**config.mk**
```make
export PLATFORM = sky130hd
export DESIGN_NAME = mem_stage_ctrl
export DESIGN_NICKNAME = d
export VERILOG_FILES = /design/src/rtl/mem_stage_ctrl_pkg.sv /design/src/rtl/mem_wdog.sv /design/src/rtl/mem_stage_ctrl.sv
export SDC_FILE = /design/constraint.sdc
export NUM_CORES = 1
export LEC_CHECK = 0
export CORE_MARGIN = 4
export CORE_UTILIZATION = 42
export DETAILED_ROUTE_END_ITERATION = 6
export PLACE_DENSITY_LB_ADDON = 0.2
export SLEW_MARGIN = 20
export SYNTH_ARGS = -nofsm -noshare
export SYNTH_HDL_FRONTEND = slang
export SYNTH_SLANG_ARGS = --single-unit
```
**constraint.sdc**
```tcl
create_clock -name clk -period 2.7 [get_ports clk]
set_clock_uncertainty 0.15 [all_clocks]
set_input_delay 0.54 -clock clk [delete_from_list [all_inputs] [get_ports clk]]
set_output_delay 0.54 -clock clk [all_outputs]
set_load 0.01 [all_outputs]
```
**src/rtl/mem_stage_ctrl_pkg.sv**
```systemverilog
// Shared constants and FSM encoding for the MEM-stage controller.
package mem_stage_ctrl_pkg;
  localparam int          DEF_REG_FILE_ADDR_LEN = 5;
  localparam logic [31:0] DEF_ERR_DATA          = 32'hDEAD_BEEF;

  typedef enum logic [1:0] {
    IDLE = 2'd0,
    WAIT = 2'd1,
    DONE = 2'd2
  } state_e;
endpackage

```
**src/rtl/mem_wdog.sv**
```systemverilog
// Access watchdog: counts WAIT cycles without ack, flags timeout in the cycle the count reaches TIMEOUT.
// Zero latency on the timeout flag; no backpressure.
module mem_wdog #(
  parameter int unsigned TIMEOUT = 255
) (
  input  logic clk,
  input  logic rst,
  input  logic clr,
  input  logic en,
  output logic timeout
);
  localparam logic [7:0] LAST = 8'(TIMEOUT - 1);

  logic [7:0] cnt_q, cnt_d;

  always_comb begin
    cnt_d = cnt_q;
    if (clr)     cnt_d = '0;
    else if (en) cnt_d = cnt_q + 8'd1;
  end

  always_ff @(posedge clk or negedge rst) begin
    if (!rst) cnt_q <= '0;
    else      cnt_q <= cnt_d;
  end

  // Counting this cycle would bring the total to TIMEOUT.
  assign timeout = en & ~clr & (cnt_q == LAST);
endmodule

```
**src/rtl/mem_stage_ctrl.sv**
```systemverilog
// MEM-stage controller: passes ALU ops through in 0 cycles, runs loads/stores over req/ack (>=3 cycles).
// Backpressure: freeze holds the upstream stages while an access is latched or in flight.
module mem_stage_ctrl
  import mem_stage_ctrl_pkg::*;
#(
  parameter int          REG_FILE_ADDR_LEN = DEF_REG_FILE_ADDR_LEN,
  parameter int unsigned TIMEOUT           = 255,
  parameter logic [31:0] ERR_DATA          = DEF_ERR_DATA
) (
  input  logic                         clk,
  input  logic                         rst,
  input  logic                         WB_EN_IN,
  input  logic                         MEM_R_EN_IN,
  input  logic                         MEM_W_EN_IN,
  input  logic [31:0]                  ALUResIn,
  input  logic [31:0]                  STValIn,
  input  logic [REG_FILE_ADDR_LEN-1:0] destIn,
  output logic                         mem_req,
  output logic                         mem_we,
  output logic [31:0]                  mem_addr,
  output logic [31:0]                  mem_wdata,
  input  logic                         mem_ack,
  input  logic [31:0]                  mem_rdata,
  output logic                         WB_EN,
  output logic                         MEM_R_EN,
  output logic [31:0]                  ALURes,
  output logic [31:0]                  memReadVal,
  output logic [REG_FILE_ADDR_LEN-1:0] dest,
  output logic                         freeze,
  output logic                         mem_err
);
  state_e                       state_q, state_d;
  logic                         wb_q, wb_d, rd_q, rd_d, we_q, we_d;
  logic                         req_q, req_d, err_q, err_d;
  logic [31:0]                  addr_q, addr_d, st_q, st_d, rdat_q, rdat_d;
  logic [REG_FILE_ADDR_LEN-1:0] dst_q, dst_d;
  logic                         idle_mem, pass, done, wd_to;

  // Gated by reset so the stage reads as a plain pass-through while held in reset.
  assign idle_mem = rst & (MEM_R_EN_IN | MEM_W_EN_IN);
  assign pass     = (state_q == IDLE) & ~idle_mem;
  assign done     = (state_q == DONE);

  mem_wdog #(.TIMEOUT(TIMEOUT)) u_wdog (
    .clk     (clk),
    .rst     (rst),
    .clr     (state_q != WAIT),
    .en      ((state_q == WAIT) & ~mem_ack),
    .timeout (wd_to)
  );

  always_comb begin
    state_d = state_q;
    wb_d    = wb_q;
    rd_d    = rd_q;
    we_d    = we_q;
    addr_d  = addr_q;
    st_d    = st_q;
    dst_d   = dst_q;
    rdat_d  = rdat_q;
    err_d   = err_q;
    case (state_q)
      IDLE: if (idle_mem) begin
        wb_d    = WB_EN_IN;
        rd_d    = MEM_R_EN_IN;
        we_d    = MEM_W_EN_IN & ~MEM_R_EN_IN;
        addr_d  = ALUResIn;
        st_d    = STValIn;
        dst_d   = destIn;
        rdat_d  = '0;
        state_d = WAIT;
      end
      WAIT: if (mem_ack) begin
        if (rd_q) rdat_d = mem_rdata;
        state_d = DONE;
      end else if (wd_to) begin
        err_d = 1'b1;
        if (rd_q) rdat_d = ERR_DATA;
        state_d = DONE;
      end
      DONE:    state_d = IDLE;
      default: state_d = IDLE;
    endcase
    req_d = (state_d == WAIT);
  end

  always_ff @(posedge clk or negedge rst) begin
    if (!rst) begin
      state_q <= IDLE;
      wb_q    <= 1'b0;
      rd_q    <= 1'b0;
      we_q    <= 1'b0;
      req_q   <= 1'b0;
      err_q   <= 1'b0;
      addr_q  <= '0;
      st_q    <= '0;
      rdat_q  <= '0;
      dst_q   <= '0;
    end else begin
      state_q <= state_d;
      wb_q    <= wb_d;
      rd_q    <= rd_d;
      we_q    <= we_d;
      req_q   <= req_d;
      err_q   <= err_d;
      addr_q  <= addr_d;
      st_q    <= st_d;
      rdat_q  <= rdat_d;
      dst_q   <= dst_d;
    end
  end

  assign mem_req    = req_q;
  assign mem_we     = we_q;
  assign mem_addr   = {addr_q[31:2], 2'b00};
  assign mem_wdata  = st_q;
  assign mem_err    = err_q;
  assign freeze     = ((state_q == IDLE) & idle_mem) | (state_q == WAIT);
  assign WB_EN      = pass ? WB_EN_IN    : (done ? wb_q   : 1'b0);
  assign MEM_R_EN   = pass ? MEM_R_EN_IN : (done ? rd_q   : 1'b0);
  assign ALURes     = pass ? ALUResIn    : (done ? addr_q : 32'd0);
  assign dest       = pass ? destIn      : (done ? dst_q  : '0);
  assign memReadVal = done ? rdat_q : 32'd0;
endmodule
```
==> impl_metrics.csv <==
group,metric,value,unit
die,fp.coreArea,12700,µm²
timing,finalSetupViolations,0,
grt,grt_util_met2,34.0,%
worst_hold_path,worstHoldPathType,"primary input to asynchronous set/reset pin",
final_layout,drive_above_1_share,24.6,%
synthesis,syn_inst,457,
run,timing.max_cap.violations,0,
timing,timing.final.crit_share,97.3,%
detailed_routing,drc,0,
synthesis,ys_warn_count,0,
final_layout,diodes,0,
timing,slew_violations,0,
worst_setup_path,critPathKind,"register to output pin",
power_and_ir_drop,p_leak,4.27,nW
die,die_w,123,µm
grt,use_met3,8.71,%
power_and_ir_drop,netSwitchingFraction,29.5,%
synthesis,ys_top_cells_by_area,"dfrtp_1 (53%), mux2_2 (14%), a22o_1 (7.5%)",
outcome,outcome,"finished, final reports clean",
place,gp_congestion,0.808,
final_layout,fin_area,8630,µm²
die,initial_core_util,43.4,%
detailed_routing,wire_per_inst,18.3,µm
grt,grt_start_max_net_pins,66,
grt,grt-ovfl-total,0,
power_and_ir_drop,pwr_density_cell,856,nW/µm²
place,dp_slack,-389,ps
timing,clock.fmax,381,MHz
detailed_routing,vias_per_cell,5.02,
grt,gr-usage-met1,25.2,%
synthesis,synth_top_area_share,52.6,%
timing,fin_ws,73.8,ps
final_layout,multiInputGateArea,2150,µm²
worst_setup_path,cp-start-kind,"register",
detailed_routing,vias,4370,
die,rows,41,
timing,rsz0062_at_grt,"false",
synthesis,synth-seq-cells,116,
synthesis,synth_edf_count,0,
die,io_pins,246,
cts,root_buffer,"clkbuf_16",
final_layout,fill_cells,1014,
timing,relSlewSlack,39.5,%
grt,grt-busiest-layer,"met2",
power_and_ir_drop,seq_power_share,36.4,%
detailed_routing,ant_nets,0,
grt,antenna_found_initial,0,
worst_setup_path,crit_path_end_kind,"output pin",
power_and_ir_drop,p_switching,0.00218,W
power_and_ir_drop,p_clk_share,26.9,%
final_layout,nets,797,
final_layout,seq_area,2900,µm²
timing,timing.final.hold_violations,0,
power_and_ir_drop,internal_power,0.00521,W
final_layout,area_growth,56.5,%
synthesis,synthArstFlopShare,100,%
synthesis,synth_area_leader_cell,"dfrtp_1",
grt,grt_pass1_wl,24300,µm
synthesis,synth.cell_area,5520,µm²
place,place.port_buffers,243,
power_and_ir_drop,ir_worst_vdd,0.570,mV
place,dp.cells,829,
cts,cts_tree,"built",
place,hpwl,11100,µm
power_and_ir_drop,total_power,0.00739,W
cts,clk_pin_slew_worst_paths,50,ps
synthesis,ys.flop_type,"dfrtp_1",
synthesis,ys_types,31,
cts,cts_sinks,116,
detailed_routing,firstDrtPassIters,6,
detailed_routing,drt-total-wl,15900,µm
cts,clk_latency,400,ps
worst_setup_path,cp.arrival,1940,ps
cts,h-tree-depth,4,
worst_setup_path,cp_data_required_time,2010,ps
final_layout,fin_cells,871,
cts,clock_path_buffers,2,
die,dieArea,15000,µm²
cts,cts_inserted_buffers,17,
worst_setup_path,cp_max_fo,16,
synthesis,syn_area_per_cell,12.1,µm²
grt,first_global_vias,4687,
power_and_ir_drop,pwr-share-comb,36.8,%
timing,tightestPinTransition,905,ps
die,die_y,123,µm
detailed_routing,drtIter0Drc,195,
timing,post-route-min-period,2630,ps
place,placed_area,7980,µm²
synthesis,yosysSeqAreaShare,52.6,%
grt,grtUsageTotal,21.2,%
[area by class of cell]
cell class                 instances  area share [%]
clock buffer                      25            5.86
clock inverter                     5           0.290
inverter                          27            1.17
multi-input combinational        253            25.0
sequential                       116            33.7
tap                              172            2.49
timing repair buffer             273            31.6
[power groups by stage]
stage,Sequential (W),Clock (W),Combinational [W]
finish,0.00269,0.00199,0.00272
global placement,0.00267,0,0.00266
global route,0.00276,0.00213,0.00292
detailed placement,0.00271,0,0.00271
floorplan,0.00270,0,0.00140
CTS,0.00269,0.00204,0.00279
[state kept, by name (all words and copies together), names as in the netlist, 2 cells and up]
name	flops
u_wdog.cnt_q	8
dst_q	5
state_q	2
mem_wdata	32
addr_q	32
rdat_q	32
[layer usage]
metal,wire length [µm],up-vias
met3,1550,21
met1,6260,2138
met4,286,0
met2,7800,198
li1,-,2013
met5,0,-
[synth_stat cells (2+ instances only)]
| cell type | n |
|---|---|
| dfrtp_1 | 116 |
| mux2_2 | 71 |
| a22o_1 | 47 |
| and2_1 | 32 |
| buf_4 | 32 |
| o21ai_0 | 28 |
| inv_1 | 27 |
| mux2i_1 | 25 |
| clkbuf_1 | 16 |
| nor2_1 | 13 |
| buf_2 | 11 |
| nand2_1 | 6 |
| xor2_1 | 4 |
| buf_6 | 3 |
| nand3_1 | 3 |
| a21oi_1 | 2 |
| ha_1 | 2 |
| nand4_1 | 2 |
| nor2b_1 | 2 |
| nor3_1 | 2 |
| or3_1 | 2 |
| xnor2_1 | 2 |
[cells in the final DEF (no fill, tap or decap), types with 2 or more instances in the layout]
master / count
buf_2: 14
buf_4: 19
mux2_2: 71
nor3_4: 2
inv_1: 27
a21oi_1: 2
xor2_1: 4
dlygate4sd2_1: 4
clkdlybuf4s15_2: 2
conb_1: 2
ha_1: 2
buf_12: 6
buf_16: 2
and2_1: 32
or3_1: 2
nand3_1: 3
dlymetal6s2s_1: 27
nor2_1: 13
clkinv_2: 5
o21ai_0: 28
mux2i_1: 25
a22o_1: 47
clkbuf_1: 3
clkdlybuf4s50_1: 172
nand4_1: 2
buf_6: 2
clkbuf_8: 5
clkbuf_16: 18
clkbuf_2: 18
xnor2_1: 2
dfrtp_1: 115
clkdlybuf4s15_1: 5
nand2_1: 5
[logic make-up after synthesis]
kind of cell / after synthesis / synth area share (%)
other: 1 / 0.0680
xor gates and xnor gates: 6 / 0.953
adders and majority gates: 2 / 0.454
muxes: 96 / 19.0
buffers and inverters: 89 / 8.89
DFF: 116 / 52.6
and+or+nand+nor: 67 / 7.01
AOI/OAI and AO/OA: 80 / 11.0
[critical path: stages, from the launching register on]
cell             delay [ps]
dfrtp_1                 350
buf_4                   160
nor2b_4                 200
clkbuf_16               180
and2_1                  120
clkdlybuf4s50_1         530
[through the flow]
step	setup TNS, ps	util (%)	hold slack [ps]
global route	0	67.8	266
global placement	-13890	62.7	302
floorplan	0	-	94.4
CTS	0	68.0	242
detailed placement	-15590	62.7	322
finish	0	67.8	217
[final timing paths]
check                           slack (ps)                    end                         from  cells after the start
worst min register to register         320    mem_err$_DFFE_PN0P_          mem_err$_DFFE_PN0P_                      2
worst max-delay path                    70          memReadVal[3]         state_q[1]$_DFF_PN0_                      5
max in group asynchronous             1010   state_q[0]$_DFF_PN0_                          rst                      3
min in group clk                       320    mem_err$_DFFE_PN0P_          mem_err$_DFFE_PN0P_                      2
worst min-delay path                   220   dst_q[3]$_DFFE_PN0P_                          rst                      2
worst max register to register         380  rdat_q[0]$_DFFE_PN0P_  u_wdog.cnt_q[0]$_DFFE_PN0P_                      6
[what timing repair did]
item                       CTS  global route
pin swaps                    3             3
setup endpoints to repair   72            69
gates cloned                 3             1
resized for setup          111            56
hold buffers                 0             0
setup buffers                6             2
Note: power is estimated with default switching activity, not from simulation.
